<file path="src/rtl/ps2_host_tx.sv">
// -----------------------------------------------------------------------------
// ps2_host_tx
//
// Host-to-device PS/2 transmitter. Takes one byte per valid/ready handshake and
// runs the full host transmission on the open-drain PS/2 pins: clock inhibit,
// request-to-send (start bit), 8 data bits LSB first, odd parity, stop bit and
// the device acknowledge. Reports a one-cycle done (acked) or err (NACK or
// timeout) pulse.
//
// Optional feature: define PS2_TX_TIMEOUT_EN to enable a watchdog that aborts
// a transfer when the device clock stalls for TIMEOUT_CYCLES clk cycles.
//
// Parameters:
//   INHIBIT_CYCLES  clk cycles the PS/2 clock is held low before RTS (>= 100 us)
//   TIMEOUT_CYCLES  max clk cycles between device clock falling edges
//                   (only present with PS2_TX_TIMEOUT_EN)
//
// Ports:
//   clk          in   system clock, all logic on posedge
//   rst          in   synchronous active-high reset
//   tx_data      in   byte to send, sampled on accept
//   tx_valid     in   send request, accepted when tx_valid && tx_ready
//   tx_ready     out  high only in IDLE
//   ps2_clk_in   in   raw PS/2 clock pin level (asynchronous)
//   ps2_data_in  in   raw PS/2 data pin level (asynchronous)
//   ps2_clk_oe   out  1 = pull clock pin low, 0 = release
//   ps2_data_oe  out  1 = pull data pin low, 0 = release
//   busy         out  high whenever not IDLE
//   done         out  one-cycle pulse: byte sent and acked by the device
//   err          out  one-cycle pulse: NACK or timeout
// -----------------------------------------------------------------------------
module ps2_host_tx #(
    parameter int INHIBIT_CYCLES = 2047
`ifdef PS2_TX_TIMEOUT_EN
    ,
    parameter int TIMEOUT_CYCLES = 65535
`endif
) (
    input  logic       clk,
    input  logic       rst,
    input  logic [7:0] tx_data,
    input  logic       tx_valid,
    output logic       tx_ready,
    input  logic       ps2_clk_in,
    input  logic       ps2_data_in,
    output logic       ps2_clk_oe,
    output logic       ps2_data_oe,
    output logic       busy,
    output logic       done,
    output logic       err
);

    localparam int               INH_W    = $clog2(INHIBIT_CYCLES + 1);
    localparam logic [INH_W-1:0] INH_LAST = INH_W'(INHIBIT_CYCLES - 1);

    localparam logic [2:0] S_IDLE      = 3'd0;
    localparam logic [2:0] S_INHIBIT   = 3'd1;
    localparam logic [2:0] S_RTS       = 3'd2;
    localparam logic [2:0] S_SHIFT     = 3'd3;
    localparam logic [2:0] S_ACK       = 3'd4;
    localparam logic [2:0] S_WAIT_IDLE = 3'd5;

    // -------------------------------------------------------------------------
    // Pin synchronizers and falling-edge detect on the device clock
    // -------------------------------------------------------------------------
    logic [1:0] clk_sync_q;
    logic [1:0] data_sync_q;
    logic       clk_prev_q;
    logic       clk_fall;
    logic       lines_idle;

    // Idle PS/2 lines float high, so the synchronizers reset to 1 to avoid a
    // spurious falling edge right after reset.
    always_ff @(posedge clk) begin
        if (rst) begin
            clk_sync_q  <= 2'b11;
            data_sync_q <= 2'b11;
            clk_prev_q  <= 1'b1;
        end else begin
            // NOTE: sequential state always uses non-blocking assignments so
            // every flop samples the pre-edge value of its neighbours.
            clk_sync_q  <= {clk_sync_q[0], ps2_clk_in};
            data_sync_q <= {data_sync_q[0], ps2_data_in};
            clk_prev_q  <= clk_sync_q[1];
        end
    end

    assign clk_fall   = clk_prev_q & ~clk_sync_q[1];
    assign lines_idle = clk_sync_q[1] & data_sync_q[1];

    // -------------------------------------------------------------------------
    // Transmit FSM
    // -------------------------------------------------------------------------
    logic [2:0]       state_q, state_d;
    logic [INH_W-1:0] inh_cnt_q, inh_cnt_d;
    logic [3:0]       bit_cnt_q, bit_cnt_d;
    logic [7:0]       shift_q, shift_d;
    logic             parity_q, parity_d;
    logic             clk_oe_q, clk_oe_d;
    logic             data_oe_q, data_oe_d;
    logic             ack_ok_q, ack_ok_d;

`ifdef PS2_TX_TIMEOUT_EN
    localparam int              WD_W    = $clog2(TIMEOUT_CYCLES + 1);
    localparam logic [WD_W-1:0] WD_LAST = WD_W'(TIMEOUT_CYCLES - 1);

    logic [WD_W-1:0] wd_q, wd_d;
    logic            to_err_q, to_err_d;
    logic            wd_expire;
`endif

    always_comb begin
        // NOTE: every combinational output gets a default first, so no path
        // through the case statement can leave a value unassigned (no latch).
        state_d   = state_q;
        inh_cnt_d = inh_cnt_q;
        bit_cnt_d = bit_cnt_q;
        shift_d   = shift_q;
        parity_d  = parity_q;
        clk_oe_d  = clk_oe_q;
        data_oe_d = data_oe_q;
        ack_ok_d  = ack_ok_q;
        done      = 1'b0;
        err       = 1'b0;

        case (state_q)
            S_IDLE: begin
                clk_oe_d  = 1'b0;
                data_oe_d = 1'b0;
                if (tx_valid) begin
                    shift_d   = tx_data;
                    parity_d  = ~^tx_data;   // odd parity over the data byte
                    inh_cnt_d = '0;
                    clk_oe_d  = 1'b1;
                    state_d   = S_INHIBIT;
                end
            end

            S_INHIBIT: begin
                if (inh_cnt_q == INH_LAST) begin
                    // Release clock and pull data low (start bit) together.
                    clk_oe_d  = 1'b0;
                    data_oe_d = 1'b1;
                    state_d   = S_RTS;
                end else begin
                    inh_cnt_d = inh_cnt_q + 1'b1;
                end
            end

            S_RTS: begin
                bit_cnt_d = '0;
                state_d   = S_SHIFT;
            end

            S_SHIFT: begin
                // Present the next bit after each device falling edge; the
                // device samples it on the following rising edge.
                if (clk_fall) begin
                    bit_cnt_d = bit_cnt_q + 1'b1;
                    if (bit_cnt_q < 4'd8) begin
                        data_oe_d = ~shift_q[0];
                        shift_d   = {1'b0, shift_q[7:1]};
                    end else if (bit_cnt_q == 4'd8) begin
                        data_oe_d = ~parity_q;
                    end else begin
                        data_oe_d = 1'b0;    // stop bit: line released high
                        state_d   = S_ACK;
                    end
                end
            end

            S_ACK: begin
                if (clk_fall) begin
                    ack_ok_d = ~data_sync_q[1];
                    state_d  = S_WAIT_IDLE;
                end
            end

            S_WAIT_IDLE: begin
                clk_oe_d  = 1'b0;
                data_oe_d = 1'b0;
                // The result pulses while still busy, so tx_ready rises the
                // cycle after done/err.
                if (lines_idle) begin
                    done    = ack_ok_q;
                    err     = ~ack_ok_q;
                    state_d = S_IDLE;
                end
            end

            default: begin
                clk_oe_d  = 1'b0;
                data_oe_d = 1'b0;
                state_d   = S_IDLE;
            end
        endcase

`ifdef PS2_TX_TIMEOUT_EN
        wd_d      = wd_q;
        to_err_d  = 1'b0;
        wd_expire = 1'b0;
        case (state_q)
            S_RTS: wd_d = '0;
            S_SHIFT, S_ACK: begin
                wd_d      = clk_fall ? '0 : wd_q + 1'b1;
                wd_expire = ~clk_fall & (wd_q == WD_LAST);
            end
            S_WAIT_IDLE: begin
                wd_d      = wd_q + 1'b1;
                wd_expire = ~lines_idle & (wd_q == WD_LAST);
            end
            default: wd_d = '0;
        endcase

        if (to_err_q) begin
            // Pins were released on the expiring cycle; report and go home.
            clk_oe_d  = 1'b0;
            data_oe_d = 1'b0;
            done      = 1'b0;
            err       = 1'b1;
            wd_d      = '0;
            state_d   = S_IDLE;
        end else if (wd_expire) begin
            clk_oe_d  = 1'b0;
            data_oe_d = 1'b0;
            to_err_d  = 1'b1;
            state_d   = state_q;
        end
`endif
    end

    always_ff @(posedge clk) begin
        if (rst) begin
            state_q   <= S_IDLE;
            inh_cnt_q <= '0;
            bit_cnt_q <= '0;
            shift_q   <= '0;
            parity_q  <= 1'b0;
            clk_oe_q  <= 1'b0;
            data_oe_q <= 1'b0;
            ack_ok_q  <= 1'b0;
        end else begin
            state_q   <= state_d;
            inh_cnt_q <= inh_cnt_d;
            bit_cnt_q <= bit_cnt_d;
            shift_q   <= shift_d;
            parity_q  <= parity_d;
            clk_oe_q  <= clk_oe_d;
            data_oe_q <= data_oe_d;
            ack_ok_q  <= ack_ok_d;
        end
    end

`ifdef PS2_TX_TIMEOUT_EN
    always_ff @(posedge clk) begin
        if (rst) begin
            wd_q     <= '0;
            to_err_q <= 1'b0;
        end else begin
            wd_q     <= wd_d;
            to_err_q <= to_err_d;
        end
    end
`endif

    assign tx_ready    = (state_q == S_IDLE);
    assign busy        = (state_q != S_IDLE);
    assign ps2_clk_oe  = clk_oe_q;
    assign ps2_data_oe = data_oe_q;

endmodule

</file>
<file path="config.mk">
export PLATFORM = sky130hd
export DESIGN_NAME = ps2_host_tx
export DESIGN_NICKNAME = d
export VERILOG_FILES = /design/src/rtl/ps2_host_tx.sv
export SDC_FILE = /design/constraint.sdc
export NUM_CORES = 1
export LEC_CHECK = 0
export CORE_MARGIN = 2
export CORE_UTILIZATION = 60
export CTS_BUF_LIST = sky130_fd_sc_hd__clkbuf_16
export CTS_CLUSTER_DIAMETER = 100
export CTS_CLUSTER_SIZE = 28
export DETAILED_ROUTE_END_ITERATION = 12
export GPL_ROUTABILITY_DRIVEN = 1
export PLACE_DENSITY = 0.82
export SETUP_SLACK_MARGIN = 0.3
export SLEW_MARGIN = 20
export SYNTH_ARGS = -nofsm -noshare
export SYNTH_HDL_FRONTEND = slang
export SYNTH_SLANG_ARGS = --single-unit
</file>
<file path="constraint.sdc">
create_clock -name clk -period 3.31 [get_ports clk]
set_clock_uncertainty 0.05 [all_clocks]
set_input_delay 0.662 -clock clk [delete_from_list [all_inputs] [get_ports clk]]
set_output_delay 0.662 -clock clk [all_outputs]
set_load 0.01 [all_outputs]
</file>
# Word level (Yosys, flattened, before mapping)
# Index checks and enable logic that the tools add are counted.
# W data, S select, Z words.
# classes
add_sub_neg	2
n_lt_le_gt_ge	1
n_eq_ne	16
muxes	29
n_bitwise	9
n_reduce_logical	16
# ops
cell	n
$mux W8	3
$mux W11	2
$pmux W11 S2	1
$mux W3	7
$ne A2 B2 Y1 const B	9
$pmux W3 S6	1
$pmux W8 S2	1
$add A11 B1 Y11 const B	1
$eq A11 B11 Y1 const B	1
$mux W1	10
$pmux W4 S2	1
$reduce_and A2 Y1	4
$reduce_xnor A8 Y1	1
$not A1 Y1	7
$reduce_and A7 Y1	1
$eq A3 B2 Y1 const B	2
$eq A3 B3 Y1 const B	2
$pmux W1 S3	2
$reduce_and A3 Y1	2
$reduce_bool A2 Y1	3
$add A4 B1 Y4 const B	1
$eq A4 B4 Y1 const B	1
$lt A4 B4 Y1 const B	1
$mux W4	1
other kinds (7)	8
# word_totals
reg_bits	35

# Depth between registers and ports, before layout
# depth
word_depth	5
mapped_depth	8
ltp_nobuf	7

# Least setup slack after synthesis
# OpenSTA, ideal clock, no wires.
# synth_timing
path_type	register to register
start	register inh_cnt_q[0]
end	register state_q[0]
path_stages_with_launch	8
arrival_ns	1.587
setup_slack_ns	1.603
path_buffers	0
t_required_ns	3.189
setup_ns	0.071
cell_sequence	dfxtp_1 inv_1 ha_1 nand4_2 o31ai_4 o2111ai_2 a211o_1 a21oi_1
# synth_between
elab_chain_cells	3
# synth_rtl
element	line	text
start: declaration	95	logic [INH_W-1:0] inh_cnt_q, inh_cnt_d;
start signal: assignment	244	inh_cnt_q <= inh_cnt_d;
$eq A11 B11 Y1	140	if (inh_cnt_q == INH_LAST) begin
$ne A2 B2 Y1 (no source line)	--	
$reduce_and A7 Y1 (no source line)	--	
end signal: assignment	243	state_q <= state_d;
end: declaration	94	logic [2:0] state_q, state_d;
# No other way between the ends.
# A chain may end at the register's enable or synchronous reset.

# Worst setup path after layout
# layout_timing
start	register state_q[0]
end	output port err
# layout_between
elab_chain_cells	2
# layout_rtl
element	line	text
$eq A3 B3 Y1	126	case (state_q)
$mux W1	126	
end: declaration	50	output logic err
# No other way between the ends.

==> impl_results.md <==
- GRT Residual Overflow: 0
- Clock tree sinks: 35
- Fin. Hold Viols: 0
- Slowest CP cell: dfxtp_1
- Core Footprint: just over 3000 um2
- Synthesized Nets: about 240
- Avg WL per Cell: around 15 um
- Die Area: around 3600 um2
- CTS Buf Count: 5
- CP Launch Type: flop
- Post-CTS Setup Bufs: 0
- Area share of and/or/nand/nor cells after synthesis: between 20% and 30%
- Worst endpoint required time: approximately 2.6 ns
- Largest net degree at the start of global routing: 25
- Initial antenna violation count: 0
- Pwr Density: approximately 700 nW/um2
- Largest fanout on the critical path: 18
- Placed cell areas: roughly 2100 um2
- Top-count cell post-synth: dfxtp_1
- First-pass GRT wire length: ~7100 um
- Hold buffer count at CTS: 0
- # DRC: 0
- Final period utilization: about four fifths
- Synth async-reset ratio: 0%
- Fillers: 221
- DR vias: between 1,500 and 2,000
- Number of global-route vias before repair: roughly 1,500
- Reg clk slew, reported paths: roughly 0.050 ns
- Vias/cell: 5.92
- Synth Flop Type: dfxtp_1
- Fin. max-slew vios: 0
- I/O Buffers: 18
- Die W: between 60 and 70 um
- Post-Synth XOR/XNOR Area: under 10%
- Floorplan row count: 20
- Fraction of final layout cells sized beyond drive strength 1: about 10%
- GR Util All Layers: between 20% and 30%
- Mean area per synthesized cell: between 8 and 9 um2
- Hold Slack: ~0.36 ns
- Bufs and invs on worst path: 1
- Worst-path cell chain: nor2b_1 > nand4_1 > nor2_1 > clkdlybuf4s50_1
- # diodes: 0
- Compound-Gate Fraction of Synth Area: between 20 and 25%
- Clk root buf: clkbuf_16
- Worst-Skew Late Latency: between 0.2 and 0.3 ns
- Clk buf depth: 2
- Most area-consuming cells after synthesis: dfxtp_1 37%, nor2_1 5.3%, a211oi_1 4.3%, mux2i_1 4.2%, xnor2_1 4.1%
- Ports: 19
- Top delay family on crit path: flip-flops
- RSZ-0062 raised after global routing: no
- Final worst path period need: 2.71 ns
- Status: finished clean
- Largest family of logic cells by synthesized area: simple AND/OR/NAND/NOR gates
- Htree depth: 2
- Cell count after synthesis: between 200 and 250
- Multiplexer share of the synthesized area: 4.20%
- Synthesized flop and latch total: 35
- Drt first pass iters: 5
- Syn Std Cell Area: ~1900 um2
- Max-Slew Margin vs Limit: approximately 47%
- Initial DRC count: between 100 and 150
- Post-Synth Adder-Cell Area: 2.62%
- Max-Cap Viols: 0
- Tightest Pin Transition: 0.796 ns
- Crit path arrival time: approximately 2.0 ns
- Commonest cells post-synth: 35 x dfxtp_1, 27 x nor2_1, 16 x nand2_1, 12 x a21oi_1
- Leakage power: around 0.84 nW
- Die height: roughly 60 um
- CP endpoint kind: output pin
- Final #Nets: ~250
- CP Class: reg2out
- Final wirelength: approximately 4200 um
- CTS tree: done
- Post-synth top area share: between 30% and 40%
- Global placement routability congestion: a little under 0.9
- Yosys Warn Count: 0
- Setup_tns: 0 ns
- CP max stage delay: roughly 0.67 ns
- Peak VDD IR: roughly 0.00045 V
- Post-cts resize count: 0
- Fmax: ~370 MHz
- DPL Wire Length: roughly 2900 um
- Starting Density: between 60% and 70%
- Hold Crit Class: reg2reg
- Yosys top cell by area: dfxtp_1
- Distinct cells, synth: 48
- Total power: ~0.0016 W
- Sequential element share of the synthesized area: 36.7%
- DRT antenna net count: 0
- Fin area: approximately 2200 um2
- Endpoints failing setup: 0
- Number of synthesized flops with an enable pin: 0
- Area Overhead vs Synth: 16.1%
routing by layer:
layer	wire length, um	track usage (%)	vias to the layer above
met5	0	0	-
met4	60	11.7	0
met3	245	8.96	6
met2	2010	40.5	53
met1	1850	34.2	771
li1	-	-	821
cells by family (layout without fill, tap and decap cells):
family	count (synthesis)	in the layout
fa+ha+maj	4	4
mux	8	8
compound gates	51	51
xor+xnor	11	11
simple gates	90	90
flops	35	35
buf+inv	21	36
worst reg2reg max path, stage by stage, from the launching register on:
cell,delay [ns]
dfxtp_1,0.67
nand3b_2,0.50
nor2_1,0.25
o22a_4,0.26
nor2_1,0.07
a211oi_1,0.23
per-stage QoR:
step | setup WS [ns] | utilization (%) | std cells
floorplan | 1.60 | - | 220
global placement | 0.953 | 68.8 | 272
detailed placement | 0.928 | 68.8 | 272
CTS | 0.608 | 73.2 | 279
global route | 0.428 | 73.2 | 279
finish | 0.598 | 73.2 | 279
cell usage in the layout (no fill, tap or decap), drive strengths merged, types with 5 or more instances in the layout:
cell type,n
nor3,12
nand2b,5
clkbuf,5
xnor2,9
dfxtp,35
mux2i,8
clkdlybuf4s50,18
nand3,8
nor2,28
inv,10
a21oi,12
or2,5
nand2,16
a211oi,11
final timing paths:
path	startpoint	end	slack [ns]	cells after the start
max	state_q[0]	err	0.60	4
max reg2reg	state_q[0]	shift_q[0]	1.17	5
min	data_sync_q[0]	data_sync_q[1]	0.36	1
min reg2reg	data_sync_q[0]	data_sync_q[1]	0.36	1
area by class of cell:
| type | count | area (um2) | area share [%] |
|---|---|---|---|
| Clock buffer | 5 | 125 | 5.65 |
| Timing Repair Buffer | 19 | 188 | 8.47 |
| Inverter | 10 | 37.5 | 1.69 |
| Sequential cell | 35 | 701 | 31.6 |
| Multi-Input combinational cell | 164 | 1100 | 49.7 |
| Clock inverter | 2 | 8.76 | 0.395 |
| Tap cell | 44 | 55.1 | 2.48 |
report_power, final:
part           switching (W)  internal [W]
registers          0.0000909      0.000496
clock network       0.000167      0.000270
logic               0.000298      0.000260
sequential cells by signal (all words and copies together) (netlist names):
signal	flops
inh_cnt_q	11
shift_q	8
bit_cnt_q	4
state_q	3
clk_sync_q	2
data_sync_q	2
ack_ok_q	1
clk_prev_q	1
parity_q	1
ps2_clk_oe	1
ps2_data_oe	1
Power figures use the tool's default switching activity.
